`src/rtl/skeleton_line_drawer.sv`:
```
// Rasterizes the pose polyline P1->P2->P3->P4 into framebuffer pixel writes (Bresenham).
// One pixel per accepted write; fb_we/fb_x/fb_y/fb_color hold while fb_ready is low.
module skeleton_line_drawer #(
  parameter int H_RES = 640,
  parameter int V_RES = 480
) (
  input  logic        clk,
  input  logic        reset_n,
  input  logic        done,
  input  logic [9:0]  x_1,
  input  logic [9:0]  y_1,
  input  logic [9:0]  x_2,
  input  logic [9:0]  y_2,
  input  logic [9:0]  x_3,
  input  logic [9:0]  y_3,
  input  logic [9:0]  x_4,
  input  logic [9:0]  y_4,
  input  logic [3:0]  r,
  input  logic [3:0]  g,
  input  logic [3:0]  b,
  input  logic        fb_ready,
  output logic        fb_we,
  output logic [9:0]  fb_x,
  output logic [9:0]  fb_y,
  output logic [11:0] fb_color,
  output logic        busy,
  output logic        frame_done
);

  localparam logic [9:0] X_MAX = 10'(H_RES - 1);
  localparam logic [9:0] Y_MAX = 10'(V_RES - 1);

  typedef enum logic [2:0] {
    IDLE,
    SEG_INIT,
    DRAW,
    SEG_NEXT,
    FINISH
  } state_t;

  state_t state, state_nxt;

  // [0],[1] are the synchronizer, [2] remembers the previous synchronized level
  logic [2:0]  sync_q;
  logic        done_edge;
  logic        pending;
  logic        start;

  logic [9:0]  vx [4];
  logic [9:0]  vy [4];
  logic [9:0]  in_x [4];
  logic [9:0]  in_y [4];
  logic [11:0] color_q;
  logic [1:0]  seg_idx;

  logic [9:0]  cur_x, cur_y, end_x, end_y;
  logic signed [11:0] dx, dy, err;
  logic        x_neg, y_neg;

  logic [9:0]  seg_x0, seg_y0, seg_x1, seg_y1;
  logic signed [11:0] diff_x, diff_y, abs_x, abs_y;
  logic signed [11:0] e2, err_step;
  logic        step_x, step_y, at_end;

  function automatic logic [9:0] clamp(input logic [9:0] v, input logic [9:0] m);
    return (v > m) ? m : v;
  endfunction

  assign in_x[0] = x_1;
  assign in_x[1] = x_2;
  assign in_x[2] = x_3;
  assign in_x[3] = x_4;
  assign in_y[0] = y_1;
  assign in_y[1] = y_2;
  assign in_y[2] = y_3;
  assign in_y[3] = y_4;

  assign done_edge = sync_q[1] & ~sync_q[2];
  assign start     = done_edge | pending;

  assign seg_x0 = vx[seg_idx];
  assign seg_y0 = vy[seg_idx];
  assign seg_x1 = vx[seg_idx + 2'd1];
  assign seg_y1 = vy[seg_idx + 2'd1];

  always_comb begin
    diff_x = $signed({2'b00, seg_x1}) - $signed({2'b00, seg_x0});
    diff_y = $signed({2'b00, seg_y1}) - $signed({2'b00, seg_y0});
    abs_x  = (diff_x < 0) ? -diff_x : diff_x;
    abs_y  = (diff_y < 0) ? -diff_y : diff_y;
  end

  // Both Bresenham decisions are taken from the pre-step error
  always_comb begin
    e2       = {err[10:0], 1'b0};
    step_x   = (e2 >= dy);
    step_y   = (e2 <= dx);
    err_step = err;
    if (step_x) err_step = err_step + dy;
    if (step_y) err_step = err_step + dx;
  end

  assign at_end = (cur_x == end_x) && (cur_y == end_y);

  always_ff @(posedge clk or negedge reset_n) begin
    if (!reset_n) state <= IDLE;
    else          state <= state_nxt;
  end

  always_comb begin
    state_nxt = state;
    case (state)
      IDLE:     if (start) state_nxt = SEG_INIT;
      SEG_INIT: state_nxt = DRAW;
      DRAW:     if (fb_ready && at_end) state_nxt = SEG_NEXT;
      SEG_NEXT: state_nxt = (seg_idx == 2'd2) ? FINISH : SEG_INIT;
      FINISH:   state_nxt = IDLE;
      default:  state_nxt = IDLE;
    endcase
  end

  always_ff @(posedge clk or negedge reset_n) begin
    if (!reset_n) begin
      sync_q     <= '0;
      pending    <= 1'b0;
      color_q    <= '0;
      seg_idx    <= '0;
      cur_x      <= '0;
      cur_y      <= '0;
      end_x      <= '0;
      end_y      <= '0;
      dx         <= '0;
      dy         <= '0;
      err        <= '0;
      x_neg      <= 1'b0;
      y_neg      <= 1'b0;
      busy       <= 1'b0;
      frame_done <= 1'b0;
      for (int i = 0; i < 4; i++) begin
        vx[i] <= '0;
        vy[i] <= '0;
      end
    end else begin
      sync_q     <= {sync_q[1:0], done};
      frame_done <= 1'b0;

      // Packets arriving mid-frame collapse into one queued restart
      if (done_edge && state != IDLE) pending <= 1'b1;

      case (state)
        IDLE: begin
          if (start) begin
            for (int i = 0; i < 4; i++) begin
              vx[i] <= clamp(in_x[i], X_MAX);
              vy[i] <= clamp(in_y[i], Y_MAX);
            end
            color_q <= {r, g, b};
            seg_idx <= '0;
            busy    <= 1'b1;
            pending <= 1'b0;
          end
        end
        SEG_INIT: begin
          cur_x <= seg_x0;
          cur_y <= seg_y0;
          end_x <= seg_x1;
          end_y <= seg_y1;
          dx    <= abs_x;
          dy    <= -abs_y;
          err   <= abs_x - abs_y;
          x_neg <= (seg_x1 < seg_x0);
          y_neg <= (seg_y1 < seg_y0);
        end
        DRAW: begin
          if (fb_ready && !at_end) begin
            err <= err_step;
            if (step_x) cur_x <= x_neg ? cur_x - 10'd1 : cur_x + 10'd1;
            if (step_y) cur_y <= y_neg ? cur_y - 10'd1 : cur_y + 10'd1;
          end
        end
        SEG_NEXT: begin
          if (seg_idx != 2'd2) seg_idx <= seg_idx + 2'd1;
        end
        FINISH: begin
          frame_done <= 1'b1;
          busy       <= 1'b0;
        end
        default: ;
      endcase
    end
  end

  assign fb_we    = (state == DRAW);
  assign fb_x     = cur_x;
  assign fb_y     = cur_y;
  assign fb_color = color_q;

endmodule

```
`config.mk`:
```
export PLATFORM = sky130hd
export DESIGN_NAME = skeleton_line_drawer
export DESIGN_NICKNAME = d
export VERILOG_FILES = /design/src/rtl/skeleton_line_drawer.sv
export SDC_FILE = /design/constraint.sdc
export NUM_CORES = 1
export LEC_CHECK = 0
export CORE_ASPECT_RATIO = 2
export CORE_MARGIN = 2
export CORE_UTILIZATION = 58
export CTS_CLUSTER_DIAMETER = 120
export DETAILED_ROUTE_END_ITERATION = 10
export PLACE_DENSITY = 0.81
export RECOVER_POWER = 25
export SYNTH_ARGS = -nofsm -noshare
export SYNTH_HDL_FRONTEND = slang
export SYNTH_SLANG_ARGS = --single-unit
```
`constraint.sdc`:
```
create_clock -name clk -period 8.9 [get_ports clk]
set_input_delay 0.89 -clock clk [delete_from_list [all_inputs] [get_ports clk]]
set_output_delay 0.89 -clock clk [all_outputs]
set_load 0.005 [all_outputs]
```
==> implementation parameters, run 1 <==
Parameter                              Value

Timing
  Final total negative setup slack ... 0 ns
  Shortest clock period the worst path allows after layout ... roughly 7.0 ns
  Final Skew ... 0.00805 ns
  Actual transition at the worst max-transition pin ... 3.59 ns
  RSZ-0062 raised after global routing ... no
  Rel. slew slack ... -140%
  Setup violation total in the final timing report ... 0
  Total count of hold-check failures in the final report ... 0
  Maximum frequency from static timing analysis ... 143 MHz
  Final worst-path cycle share ... 78.8%
  Slew Viols, Final ... 132

Yosys
  Warning count from the yosys run ... 0
  Post-synthesis cell count ... about 1,400
  Number of synthesized flops with an enable pin ... 0
  Number of flip-flops and latches in the synthesized netlist ... between 150 and 200
  Yosys top cell by area ... dfrtp_1
  Post-synthesis sequential area ratio ... 35.9%
  Syn Std Cell Area ... roughly 13,000 sq um
  Count of cell types in the netlist ... 74
  Async set-reset flop share out of synthesis ... 100%
  Post-synth net total ... 1,575
  Top cell type's share of synthesized area ... 35.9%
  Mean Syn Cell Area ... 9.09 sq um
  Dominant register cell in the synthesized netlist ... dfrtp_1
  Synth area leaders ... dfrtp_1 (36%), ha_1 (9.2%), nand2_1 (8.1%)

Finish
  Final instance area ... 14,700 sq um
  Highest-count cells in the layout ignoring fill and taps ... nand2_1 (272), dfrtp_1 (179), clkdlybuf4s50_1 (128), o21ai_0 (109)
  Synth-to-layout area growth ... 17.1%
  Leading cell type in the layout, fill and taps excluded ... nand2_1
  Proportion of layout cells with a drive suffix above 1 ... 8.29%
  Number of nets in the layout ... 1,679
  Antenna diode count ... 0

Route
  Routed wire per std cell ... a little under 20 um
  Detailed Routing Iterations Pass 1 ... 4
  Detailed-route vias per instance ... 6.14
  Vias post-DR ... between 10,000 and 15,000
  Routed WL ... roughly 35,000 um
  Detailed Route Iter0 Violations ... 640
  Routed Antenna Nets ... 0
  Number of remaining DRC errors ... 0

Global routing
  Number of antenna violations at the first check in global routing ... 0
  Maximum number of pins on one net before global-route repair ... 89
  Gr ovfl total ... 0
  Tot GR Track Use ... 32.3%
  First-pass GRT wire length ... 56,300 um
  Number of global-route vias before repair ... 11,300

Placed design
  Final weighted congestion in routability-driven placement ... 0.950
  Buffers on Ports ... 130
  Placed cell area ... 14,100 sq um
  Detailed placer's ending HPWL ... 27,000 um

Floorplanning
  Initial standard-cell utilization of the core ... 58.6%
  Ports ... roughly 130
  FP Rows ... 76
  Die Wd ... roughly 110 um
  Die H ... 212 um
  Die outline area ... ~23,000 sq um
  Total core area ... 21,400 sq um

Run status
  Run status ... complete, but fails checks
  Violated checks ... capacitance limit, slew limit

Worst setup path
  Critical Path Start Type ... register
  R2R setup slack ... 1.89 ns
  Worst Path Max Fanout ... 43
  Critical path class ... reg -> reg
  Crit path capture type ... register
  Data arrival time at the worst-slack endpoint ... around 7.4 ns
  Worst EP required ... 9.23 ns

CTS
  CTS sink count ... 180
  Number of buffers inserted to repair setup after CTS ... 0
  Worst skew pair latency ... 0.45 ns
  Clock tree from TritonCTS ... built
  Bufs on Longest Clock Path ... 2
  Maximum level of the CTS H-tree ... 4
  Cell chosen for the clock root ... clkbuf_16
  Count of instances resized after the clock tree is built ... 0
  Total clock buffers created by CTS ... 17
  Count of hold-fix buffers inserted at cts ... 0
  Post-CTS clock slew at the launch and capture registers of the worst setup and hold paths ... 0.07 ns

Worst hold path
  Min-Delay Path Class ... reg -> reg

Flow run
  Number of violations of the max-capacitance limit ... 2
-- worst max-delay path, cell delays in order, from the launching register on --
cell and delay, ns:
dfrtp_2 0.34, buf_4 0.50, inv_1 0.10, ha_1 0.86, mux4_2 0.41, inv_1 0.08
ha_1 0.17, inv_1 0.06, fa_1 0.40, a21o_1 0.21, a21oi_2 0.17, o21ai_0 0.15
o41ai_1 0.42, o21ai_1 0.30, mux2_2 0.39, fa_1 0.43, a21o_1 0.18, a21oi_1 0.22
o21bai_1 0.12, a2111oi_0 0.45, nor3_1 0.17, a31oi_1 0.23, xnor2_1 0.10, xor2_1 0.17
o221a_1 0.25
-- layer usage --
metal / track usage [%] / part of all wire [%] / up-vias
met3: 5.55 / 4.2 / 168
li1: - / - / 5093
met2: 57.6 / 53 / 389
met4: 26.5 / 9.1 / 0
met1: 31.8 / 33 / 5203
met5: 0 / 0 / -
-- cell families (layout without fill, tap and decap cells) --
group,count (synthesis),in the layout,synth area share [%]
xor gates and xnor gates,79,79,5.66
AOI/OAI and AO/OA,328,328,17.0
adders and majority gates,99,99,10.3
and+or+nand+nor,486,486,17.6
DFF,180,180,35.9
buffers and inverters,147,263,4.49
muxes,61,61,9.01
-- per-stage QoR --
stage                     hold WS [ns]  cells  util (%)  setup WS, ns
after floorplan                  0.331   1380         -          2.14
after global placement           0.334   1738      65.7          2.10
after detailed placement         0.351   1738      65.7          1.98
after CTS                        0.368   1769      68.7          1.91
after global routing             0.366   1769      68.7          1.36
final                            0.366   1769      68.7          1.89
-- final cells by class --
| type | instances | area, sq um |
|---|---|---|
| Inverter | 92 | 345 |
| Fill cell | 1658 | 6710 |
| Clock buffer | 18 | 439 |
| Sequential cell | 180 | 4510 |
| Multi-Input combinational cell | 1053 | 7490 |
| Clock inverter | 13 | 196 |
| Timing Repair Buffer | 140 | 1370 |
| Tap cell | 273 | 342 |
-- sequential cells by signal, summed over array words and instances (netlist names), 2 cells and up --
signal    flops
dx           12
dy           12
end_x        10
end_y        10
err          11
fb_color     12
fb_x         10
fb_y         10
seg_idx       2
state         3
sync_q        3
vx           40
vy           40
-- cells in the mapped netlist (all sizes together), types with 4 or more instances --
library cell / number
nand3b: 11
o211ai: 9
mux4: 40
nor3: 28
a31oi: 13
xnor2: 48
o21ai: 113
o21bai: 6
or4b: 4
a41oi: 4
nand2: 272
inv: 92
mux2i: 5
a2111oi: 6
a21o: 19
ha: 92
clkbuf: 43
nor2: 66
o31ai: 5
nor2b: 16
xor2: 31
a211oi: 6
mux2: 16
and3: 8
buf: 12
nand2b: 9
o211a: 4
or2: 6
or3: 12
fa: 7
nand4: 5
o311ai: 4
and2: 7
nor4: 7
dfrtp: 180
o22a: 25
a21boi: 4
o21a: 17
a21oi: 67
nand3: 22
-- final timing paths --
path,endpoint,cells past startpoint,from
worst max-delay path,err[10]$_DFFE_PN0P_,24,seg_idx[0]$_DFFE_PN0P_
worst min-delay path,sync_q[1]$_DFF_PN0_,0,sync_q[0]$_DFF_PN0_
worst max register to register,err[10]$_DFFE_PN0P_,24,seg_idx[0]$_DFFE_PN0P_
worst min register to register,sync_q[1]$_DFF_PN0_,0,sync_q[0]$_DFF_PN0_
max in group asynchronous,fb_x[3]$_DFFE_PN0P_,3,reset_n
min in group asynchronous,vy[23]$_DFFE_PN0P_,1,reset_n
Power of run 1 is left out: the tool's default activity adds up to more than one toggle a clock period on the data nets, which glitch-free logic cannot reach.
==> run 2, diff against run 1 <==
Settings changed: CORE_UTILIZATION 58 to 53, PLACE_DENSITY 0.81 to 0.78.
Clock period 8.9 ns to 6.25 ns, I/O delays scaled along.
==> implementation parameters, run 2 (synthesis results as in run 1) <==
Parameter                              Value

Run status
  Run status ... complete, but fails checks
  Violated checks ... capacitance limit, slew limit

Timing
  Actual transition at the worst max-transition pin ... 4.42 ns (+0.828 ns)
  Shortest clock period the worst path allows after layout ... 5.79 ns (-1.22 ns)
  Total count of hold-check failures in the final report ... 0 (unchanged)
  Setup violation total in the final timing report ... 0 (unchanged)
  RSZ-0062 raised after global routing ... no
  Final Skew ... 0.00865 ns (+0.000596 ns)
  Final worst-path cycle share ... 92.7% (+14 points)
  Final total negative setup slack ... 0 ns (unchanged)
  Slew Viols, Final ... 181 (+37%)
  Maximum frequency from static timing analysis ... 173 MHz (+21%)
  Rel. slew slack ... -195% (-55 points)

Global routing
  Maximum number of pins on one net before global-route repair ... 181 (+100%)
  First-pass GRT wire length ... 55,500 um (-1.4%)
  Tot GR Track Use ... 28.3% (-4.0 points)
  Number of global-route vias before repair ... 11,000 (-3.2%)
  Number of antenna violations at the first check in global routing ... 0 (unchanged)
  Gr ovfl total ... 0 (unchanged)

Route
  Detailed-route vias per instance ... 6.04 (-1.5%)
  Number of remaining DRC errors ... 0 (unchanged)
  Detailed Routing Iterations Pass 1 ... 5 (+1)
  Routed WL ... 34,400 um (-1.3%)
  Routed Antenna Nets ... 0 (unchanged)
  Routed wire per std cell ... 19.3 um (-2.1%)
  Detailed Route Iter0 Violations ... 584 (-8.8%)
  Vias post-DR ... 10,800 (-0.62%)

Floorplanning
  Die Wd ... 113 um (+4.4%)
  Die outline area ... 25,000 sq um (+9.2%)
  Die H ... 222 um (+4.5%)
  Total core area ... 23,200 sq um (+8.6%)
  Ports ... 131 (unchanged)
  Initial standard-cell utilization of the core ... 54.0% (-4.6 points)
  FP Rows ... 79 (+3.9%)

Worst setup path
  Critical path class ... reg -> reg
  Critical Path Start Type ... register
  Data arrival time at the worst-slack endpoint ... 6.12 ns (-1.23 ns)
  Worst EP required ... 6.57 ns (-2.66 ns)
  Crit path capture type ... register
  Worst Path Max Fanout ... 14 (-67%)

Placed design
  Final weighted congestion in routability-driven placement ... 0.969 (+2.0%)
  Detailed placer's ending HPWL ... 27,000 um (about the same)
  Buffers on Ports ... 130 (unchanged)

CTS
  Post-CTS clock slew at the launch and capture registers of the worst setup and hold paths ... 0.07 ns (about the same)
  Worst skew pair latency ... 0.44 ns (about the same)
  Total clock buffers created by CTS ... 17 (unchanged)
  Cell chosen for the clock root ... clkbuf_16
  CTS sink count ... 180 (unchanged)
  Clock tree from TritonCTS ... built
  Maximum level of the CTS H-tree ... 4 (unchanged)
  Bufs on Longest Clock Path ... 2 (unchanged)
  Number of buffers inserted to repair setup after CTS ... 0 (unchanged)

Worst hold path
  Min-Delay Path Class ... reg -> reg

Finish
  Antenna diode count ... 0 (unchanged)
  Number of nets in the layout ... 1,684 (+0.30%)
  Total area of multi-input combinational cells ... 7500 sq um (about the same)
  Largest regs ... vx: 40 flops, vy: 40 flops
  Filler cell count ... 1,906 (+15%)
  Sequential cell area in the final layout ... 4510 sq um (unchanged)
  Util after Layout ... 63.1% (-5.5 points)
  Highest-count cells in the layout ignoring fill and taps ... nand2_1 (272), dfrtp_1 (179), clkdlybuf4s50_1 (128), o21ai_0 (109)
  Proportion of layout cells with a drive suffix above 1 ... 8.66% (+0.37 points)
  Leading cell type in the layout, fill and taps excluded ... nand2_1
  Synth-to-layout area growth ... 16.9%

Flow run
  Number of violations of the max-capacitance limit ... 1 (-1)
[run 2: area by class of cell]
class,count,area share (%)
multi-input combinational,1053,51.1
sequential,180,30.7
timing repair buffer,145,9.62
clock buffer,20,3.11
tap,283,2.41
inverter,92,2.35
clock inverter,12,0.657
[run 2: critical path, stage by stage, from the launching register on]
cell and delay, ns:
dfrtp_2 0.36, buf_4 0.24, mux4_2 0.52, inv_1 0.08, ha_1 0.17, inv_1 0.06, fa_1 0.40, a21o_1 0.21
a21oi_2 0.17, o21ai_0 0.17, o41ai_2 0.32, o21ai_1 0.26, mux2_2 0.38, fa_1 0.43, a21o_1 0.18, a21oi_1 0.21
o21bai_1 0.11, a2111oi_0 0.47, nor3_1 0.17, a31oi_1 0.24, xnor2_1 0.10, xor2_1 0.17, o221a_1 0.25
[run 2: through the flow]
step	worst slack [ns]	std cells	hold WS [ns]	cell area, sq um
2_1_floorplan	0.0306	1380	0.329	12600
3_3_place_gp	0.554	1753	0.367	14100
3_5_place_dp	0.328	1753	0.373	14100
4_1_cts	0.294	1785	0.388	14700
5_1_grt	0.0383	1785	0.399	14700
6_report	0.458	1785	0.384	14700
[run 2: repair_timing]
item                       in CTS  in global routing
gates resized for setup         0                  1
hold buffers                    0                  0
setup endpoints to repair       0                  1
[run 2: final timing paths]
kind / startpoint / to / slack [ns] / depth (start not counted)
setup / recovery: seg_idx[0]$_DFFE_PN0P_ / err[10]$_DFFE_PN0P_ / 0.46 / 22
hold / removal: sync_q[1]$_DFF_PN0_ / sync_q[2]$_DFF_PN0_ / 0.38 / 0
setup reg to reg: seg_idx[0]$_DFFE_PN0P_ / err[10]$_DFFE_PN0P_ / 0.46 / 22
hold reg to reg: sync_q[1]$_DFF_PN0_ / sync_q[2]$_DFF_PN0_ / 0.38 / 0
max in group asynchronous: reset_n / seg_idx[0]$_DFFE_PN0P_ / 1.42 / 2
min in group asynchronous: reset_n / vy[22]$_DFFE_PN0P_ / 1.91 / 2
[run 2: layer usage]
layer / routed length (um) / GRT usage [%] / share of wire [%]
met5: 0 / 0 / 0
met2: 18700 / 51.1 / 54
met4: 2720 / 20.5 / 7.9
met3: 1160 / 4.21 / 3.4
met1: 11800 / 28.9 / 34
Power of run 2 is left out for the same reason.
